<file path="src/rtl/mem_bus_arbiter.sv">
// Two-port round-robin arbiter sharing one memory bus between the instruction cache (port 0)
// and the data cache (port 1); one transaction at a time, each access bounded by a watchdog.
module mem_bus_arbiter #(
   parameter int unsigned TIMEOUT  = 255,
   parameter logic [31:0] ERR_DATA = 32'hDEAD_BEEF
) (
   input  logic        i_clk,
   input  logic        i_rst_n,
   input  logic        i_p0_read,
   input  logic [3:0]  i_p0_write,
   input  logic [31:0] i_p0_addr,
   input  logic [31:0] i_p0_wdata,
   output logic        o_p0_grant,
   output logic        o_p0_ready,
   output logic [31:0] o_p0_rdata,
   input  logic        i_p1_read,
   input  logic [3:0]  i_p1_write,
   input  logic [31:0] i_p1_addr,
   input  logic [31:0] i_p1_wdata,
   output logic        o_p1_grant,
   output logic        o_p1_ready,
   output logic [31:0] o_p1_rdata,
   output logic        o_mem_read,
   output logic [3:0]  o_mem_write,
   output logic [31:0] o_mem_addr,
   output logic [31:0] o_mem_wdata,
   input  logic [31:0] i_mem_rdata,
   input  logic        i_mem_ready,
   output logic        o_timeout_err
);

   localparam int unsigned      CntW   = $clog2(TIMEOUT + 1);
   localparam logic [CntW-1:0] CntMax = CntW'(TIMEOUT);

   typedef enum logic [1:0] {StIdle, StGrant, StAccess, StDone} state_e;

   state_e              r_state, w_state_d;
   logic                r_sel, w_sel_d;
   logic                r_last, w_last_d;
   logic [1:0]          r_grant, w_grant_d;
   logic [1:0]          r_ready, w_ready_d;
   logic                r_mem_read, w_mem_read_d;
   logic [3:0]          r_mem_write, w_mem_write_d;
   logic [31:0]         r_mem_addr, w_mem_addr_d;
   logic [31:0]         r_mem_wdata, w_mem_wdata_d;
   logic [1:0][31:0]    r_rdata, w_rdata_d;
   logic [CntW-1:0]     r_cnt, w_cnt_d;
   logic                r_timeout_err, w_timeout_err_d;

   logic [1:0]          w_rd;
   logic [1:0][3:0]     w_be;
   logic [1:0][31:0]    w_addr;
   logic [1:0][31:0]    w_wdata;
   logic [1:0]          w_req;
   logic [CntW-1:0]     w_cnt_inc;

   assign w_rd      = {i_p1_read, i_p0_read};
   assign w_be      = {i_p1_write, i_p0_write};
   assign w_addr    = {i_p1_addr, i_p0_addr};
   assign w_wdata   = {i_p1_wdata, i_p0_wdata};
   assign w_req     = {i_p1_read | (|i_p1_write), i_p0_read | (|i_p0_write)};
   assign w_cnt_inc = r_cnt + CntW'(1);

   always_comb begin
      w_state_d       = r_state;
      w_sel_d         = r_sel;
      w_last_d        = r_last;
      w_grant_d       = r_grant;
      w_ready_d       = r_ready;
      w_mem_read_d    = r_mem_read;
      w_mem_write_d   = r_mem_write;
      w_mem_addr_d    = r_mem_addr;
      w_mem_wdata_d   = r_mem_wdata;
      w_rdata_d       = r_rdata;
      w_cnt_d         = r_cnt;
      w_timeout_err_d = r_timeout_err;

      unique case (r_state)
         StIdle: begin
            if (w_req != 2'b00) begin
               // On a tie the port that was not served last wins.
               w_sel_d   = (w_req == 2'b11) ? ~r_last : w_req[1];
               w_grant_d = w_sel_d ? 2'b10 : 2'b01;
               w_state_d = StGrant;
            end
         end
         StGrant: begin
            w_mem_addr_d  = w_addr[r_sel];
            w_mem_wdata_d = w_wdata[r_sel];
            if (w_be[r_sel] != 4'b0000) begin
               w_mem_write_d = w_be[r_sel];
               w_mem_read_d  = 1'b0;
            end else begin
               w_mem_write_d = 4'b0000;
               w_mem_read_d  = w_rd[r_sel];
            end
            if (!w_req[r_sel]) begin
               w_grant_d = 2'b00;
               w_state_d = StIdle;
            end else begin
               w_state_d = StAccess;
            end
         end
         StAccess: begin
            w_cnt_d = w_cnt_inc;
            if (i_mem_ready) begin
               w_mem_read_d     = 1'b0;
               w_mem_write_d    = 4'b0000;
               w_ready_d[r_sel] = 1'b1;
               if (r_mem_read) w_rdata_d[r_sel] = i_mem_rdata;
               w_state_d        = StDone;
            end else if (w_cnt_inc == CntMax) begin
               // Strobes have now been held for TIMEOUT cycles without a response.
               w_mem_read_d     = 1'b0;
               w_mem_write_d    = 4'b0000;
               w_ready_d[r_sel] = 1'b1;
               w_timeout_err_d  = 1'b1;
               if (r_mem_read) w_rdata_d[r_sel] = ERR_DATA;
               w_state_d        = StDone;
            end
         end
         StDone: begin
            if (!w_req[r_sel]) begin
               w_ready_d = 2'b00;
               w_grant_d = 2'b00;
               w_last_d  = r_sel;
               w_cnt_d   = '0;
               w_state_d = StIdle;
            end
         end
      endcase
   end

   always_ff @(posedge i_clk or negedge i_rst_n) begin
      if (!i_rst_n) begin
         r_state       <= StIdle;
         r_sel         <= 1'b0;
         r_last        <= 1'b1;
         r_grant       <= 2'b00;
         r_ready       <= 2'b00;
         r_mem_read    <= 1'b0;
         r_mem_write   <= 4'b0000;
         r_mem_addr    <= '0;
         r_mem_wdata   <= '0;
         r_rdata       <= '0;
         r_cnt         <= '0;
         r_timeout_err <= 1'b0;
      end else begin
         r_state       <= w_state_d;
         r_sel         <= w_sel_d;
         r_last        <= w_last_d;
         r_grant       <= w_grant_d;
         r_ready       <= w_ready_d;
         r_mem_read    <= w_mem_read_d;
         r_mem_write   <= w_mem_write_d;
         r_mem_addr    <= w_mem_addr_d;
         r_mem_wdata   <= w_mem_wdata_d;
         r_rdata       <= w_rdata_d;
         r_cnt         <= w_cnt_d;
         r_timeout_err <= w_timeout_err_d;
      end
   end

   assign o_p0_grant    = r_grant[0];
   assign o_p1_grant    = r_grant[1];
   assign o_p0_ready    = r_ready[0];
   assign o_p1_ready    = r_ready[1];
   assign o_p0_rdata    = r_rdata[0];
   assign o_p1_rdata    = r_rdata[1];
   assign o_mem_read    = r_mem_read;
   assign o_mem_write   = r_mem_write;
   assign o_mem_addr    = r_mem_addr;
   assign o_mem_wdata   = r_mem_wdata;
   assign o_timeout_err = r_timeout_err;

endmodule

</file>
<file path="config.mk">
export PLATFORM = sky130hd
export DESIGN_NAME = mem_bus_arbiter
export DESIGN_NICKNAME = d
export VERILOG_FILES = /design/src/rtl/mem_bus_arbiter.sv
export SDC_FILE = /design/constraint.sdc
export NUM_CORES = 1
export LEC_CHECK = 0
export BUFFER_PORTS_ARGS = -buffer_cell sky130_fd_sc_hd__buf_2
export CAP_MARGIN = 20
export CORE_MARGIN = 4
export CORE_UTILIZATION = 51
export DETAILED_ROUTE_END_ITERATION = 8
export PLACE_DENSITY = 0.86
export SETUP_SLACK_MARGIN = 0.5
export SYNTH_ARGS = -nofsm -noshare
export SYNTH_HDL_FRONTEND = slang
export SYNTH_SLANG_ARGS = --single-unit
</file>
<file path="constraint.sdc">
create_clock -name i_clk -period 5.22 [get_ports i_clk]
set_input_delay 0.261 -clock i_clk [delete_from_list [all_inputs] [get_ports i_clk]]
set_output_delay 0.261 -clock i_clk [all_outputs]
set_load 0.01 [all_outputs]
</file>
# Word level (Yosys, flattened, before mapping)
# Index checks and enable logic that the tools add are counted.
# classes
add_sub_neg	1
reduce_logical	20
muxes	42
eq_ne	9
shift	0
div_mod_pow	0
order_cmp	2
n_bitwise	9
multipliers	0
# op_table
cell	n
$mux 64	4
$mux 32	5
$bwmux 64	1
$or 48x48->48	1
$demux 32 s1	1
$mux 4	5
$mux 2	9
$and 16x16->16	1
$not 16->16	1
$pmux 8 s2	1
$reduce_and 3->1	5
$reduce_bool 2->1	5
$mux 1	9
$add 8x1->8 const B	1
$eq 8x8->1 const B	1
$mux 8	1
$pmux 2 s2	2
$pmux 2 s4	1
$pmux 4 s2	1
$reduce_and 2->1	4
$reduce_or 4->1	2
$eq 2x2->1 const B	3
$ne 2x2->1 const B	3
$reduce_bool 4->1	1
12 further kinds	15
# totals
out_inout_bits	138
ram_bits	0
latchBits	0
n_memories	0
word_cells	96
mem_bits_ro	0
register_bits	150
input_bits	173

# Logic depth before layout (Yosys ltp)
# logic_depth
depth_word	9
mapped_depth	8
mapped_depth_nobuf	6

# Worst setup path after synthesis
# OpenSTA, ideal clock, no wires.
# synth_timing
kind	flip-flop to flip-flop
from	register r_cnt[0]
to	register r_rdata (netlist bit o_p0_rdata[10])
period_less_slack_ps	1978
setup_ps	69
t_required_ps	5151
slack_ps	3242
stages_incl_launch_ff	8
arrival_ps	1909
n_path_buf	1
path_cell_list	dfrtp_1 ha_1 nand3_2 or3_4 a2111oi_4 nand2_2 buf_6 nand3_1
# synth_via
elab_chain_cells	4
# synth_rtl
item	line_no	text
start, declared	47	logic [CntW-1:0] r_cnt, w_cnt_d;
start signal, assigned	159	r_cnt <= w_cnt_d;
$add 8x1->8	62	assign w_cnt_inc = r_cnt + CntW'(1);
$eq 8x8->1	112	end else if (w_cnt_inc == CntMax) begin
$reduce_bool 2->1 (no source line)	n/a	
$reduce_and 3->1 (no source line)	n/a	
end signal, assigned	158	r_rdata <= w_rdata_d;
end, declared	46	logic [1:0][31:0] r_rdata, w_rdata_d;
# No other way between the ends.
# A chain may end at the register's enable or synchronous reset.

# Final worst setup path
# layout_timing
from	register r_cnt[0]
to	register r_rdata (netlist bit o_p0_rdata[0])
# Same word-level chain as after synthesis.

==> reports/qor.csv <==
metric,value,unit
Worst EP arrival,2.72,ns
Yosys reg bits,150,
Reg2Reg Depth,6,
Slew @ Worst Pin,1.048,ns
wire length per cell,16.19,um
Initial Util,52.58,%
HP Class,in -> reg,
Clock transition at path regs,0.06,ns
# port buffers,310,
vias in the first global route,5669,
maximum vdd ir drop,0.3188,mV
max cap viols,0,
Power Total,5474,uW
YS warnings,0,
required time worst endpoint,5.55,ns
WHS Endpoint,o_p0_rdata[3]$_DFFE_PN0P_,
net count after synthesis,837,
largest net degree at the start of global routing,135,
"Avg Cell Area, Syn",10.10,um^2
drt first pass iters,5,
Peak Freq,0.4183,GHz
min-delay src,i_mem_rdata[3],
"top cells by area, synth","dfrtp_1 (56%), nand2_1 (9.9%), mux2i_1 (9.7%)",
Die ar.,15010,um^2
Synth top area share,55.74,%
worst reg2reg path startpoint,r_cnt[0]$_DFFE_PN0P_,
outcome,"complete, no violations",
RR Endpoint,o_p0_rdata[0]$_DFFE_PN0P_,
crit-path max FO,24,
Finished Layout Cells,1143,
Num Clock Sinks,150,
Via Count,5966,
fraction of layout cells with a size suffix above 1,38.04,%
Total GRT Usage,24.36,%
Fin. Hold Viols,0,
Setup crit start kind,flip-flop,
Iter 0 DRT Violations,503,
Row Count,41,
static leakage,0.004854,uW
die width,122.5,um
Critical Path End Type,flip-flop,
P&R area growth vs syn,34.62,%
minimum clock period after layout,2.391,ns
final setup vio count,0,
Post-Synthesis Cells,662,
"commonest non-fill, non-tap cell in the layout",buf_2,
leading area contributor after synthesis,dfrtp_1,
# H-tree levels,4,
Final ANT Viol Nets,0,
final critical-path share of the clock period,45.80,%
"commonest cells after routing, fill and taps aside","buf_2 (309), nand2_1 (175), dfrtp_1 (148), o21ai_0 (72), mux2i_1 (65)",
register area share after synthesis,56.14,%
Post-synth ARST share,100.0,%
"Top FF cell, synth",dfrtp_1,
Netlist cell types,46,
Routed WL,18500,um
Placed Cells,1106,
Power Density,607.9,nW/um^2
Reg2Reg Setup Slack,2.83,ns
clock skew,0.008152,ns
"EDFF count, synth",0,
latest clock arrival within the worst-skew pair,0.41,ns
CTS Buf Count,17,
relative slew slack,30.12,%
grt total ovfl,0,
crit path kind,reg -> reg,
Residual DRC,0,
FILL cells,947,
nets,1132,
synthesized area,6689,um^2
Min-Delay Path Depth,3,
max-slew violation count,0,
Die H,122.5,um
CTS tree,built,
setup repair bufs after CTS,0,
pre-CTS setup slack,2.624,ns
Avg Vias per Cell,5.220,
Root Driver,clkbuf_16,
setup TNS,0,ns
post-CTS resize count,0,
HPWL after detailed placement,13650,um
Routability Congestion,0.8875,
RSZ-0062 raised after global routing,false,
first-pass GRT wire length,28390,um
io pins,311,
initial antenna violation count,0,
clock buffer depth,2,
Setup WS post-layout,2.829,ns
Core Region,12720,um^2
-- power breakdown --
part           total [uW]  internal [uW]  switching (uW)
clock                1300            818             485
sequential           2030           1700             331
combinational        2140            902            1240
total                5470           3420            2060
-- cells in the mapped netlist (7+ instances only) --
master	count
nand3_1	47
o21ai_1	7
nand3_2	8
a32o_1	16
dfrtp_1	149
mux2i_1	65
o21ai_0	72
nand2_1	176
buf_2	7
a21oi_1	8
nor2_1	7
clkbuf_1	25
-- sequential cells by signal, summed over array words and instances (netlist names), 2 cells and up, named ones only --
signal       cells
o_mem_write      4
r_cnt            8
o_p1_rdata      32
r_grant          2
o_mem_addr      32
r_ready          2
o_p0_rdata      32
o_mem_wdata     32
-- layout make-up --
class	count	area, um^2	area share [%]
Multi-Input combinational cell	464	2716	30.17
Timing Repair Buffer	318	1655	18.38
Clock inverter	14	195.2	2.168
Sequential cell	150	3759	41.74
Tap cell	172	215.2	2.390
Antenna cell	1	2.502	0.02779
Inverter	6	22.52	0.2501
Clock buffer	18	439.2	4.877
-- worst max-delay path, stage by stage (launching register included) --
cell	delay, ns
dfrtp_1	0.45
ha_1	0.31
nand3_2	0.13
or3_4	0.37
a2111oi_4	0.44
nand2_2	0.40
nand3_1	0.19
-- cell families (layout without fill, tap and decap cells) --
logic type | count (synthesis) | in the layout | share of synthesized area (%)
other | 0 | 1 | 0
flip-flops | 150 | 150 | 56.14
AO/OA/AOI/OAI | 126 | 126 | 12.01
buffers and inverters | 48 | 356 | 3.367
multiplexers | 65 | 65 | 9.727
adder cells (fa/ha/maj) | 2 | 2 | 0.3741
XOR/XNOR | 3 | 3 | 0.3929
AND/OR/NAND/NOR | 268 | 268 | 17.99
-- metrics by stage --
stage	area (um^2)	hold WS, ns	utilization, %
floorplan	6689	-0.03459	-
global placement	8300	0.4440	65.24
detailed placement	8300	0.4442	65.24
CTS	8945	0.06089	70.31
global route	9002	0.07628	70.76
finish	9005	0.08103	70.78
-- worst max path at each step --
stage / startpoint / end / slack [ns] / cells after the start
final: r_cnt[0]$_DFFE_PN0P_ / o_p0_rdata[0]$_DFFE_PN0P_ / 2.83 / 6
after floorplan: r_cnt[0]$_DFFE_PN0P_ / o_p0_rdata[10]$_DFFE_PN0P_ / 3.24 / 7
after global placement: r_state[0]$_DFFE_PN0P_ / o_p1_rdata[7]$_DFFE_PN0P_ / 2.81 / 4
after detailed placement: r_state[0]$_DFFE_PN0P_ / o_p1_rdata[13]$_DFFE_PN0P_ / 2.62 / 4
after CTS: r_state[0]$_DFFE_PN0P_ / o_p1_rdata[21]$_DFFE_PN0P_ / 2.63 / 4
after global routing: r_state[0]$_DFFE_PN0P_ / o_p0_rdata[14]$_DFFE_PN0P_ / 2.59 / 5
-- repair_timing --
action                                  in CTS  in global routing
hold buffers                                 1                  0
endpoints found under the setup margin       0                  0
hold endpoints to repair                    12                  0
-- layer usage --
| metal | up-vias | global-route usage, % | share of wire [%] |
|---|---|---|---|
| met5 | - | 0 | 0 |
| met4 | 0 | 11.62 | 3.1 |
| met3 | 34 | 5.161 | 7.8 |
| met2 | 280 | 40.50 | 50 |
| met1 | 2753 | 30.44 | 39 |
| li1 | 2899 | - | - |
Note: power is estimated with default switching activity, not from simulation.
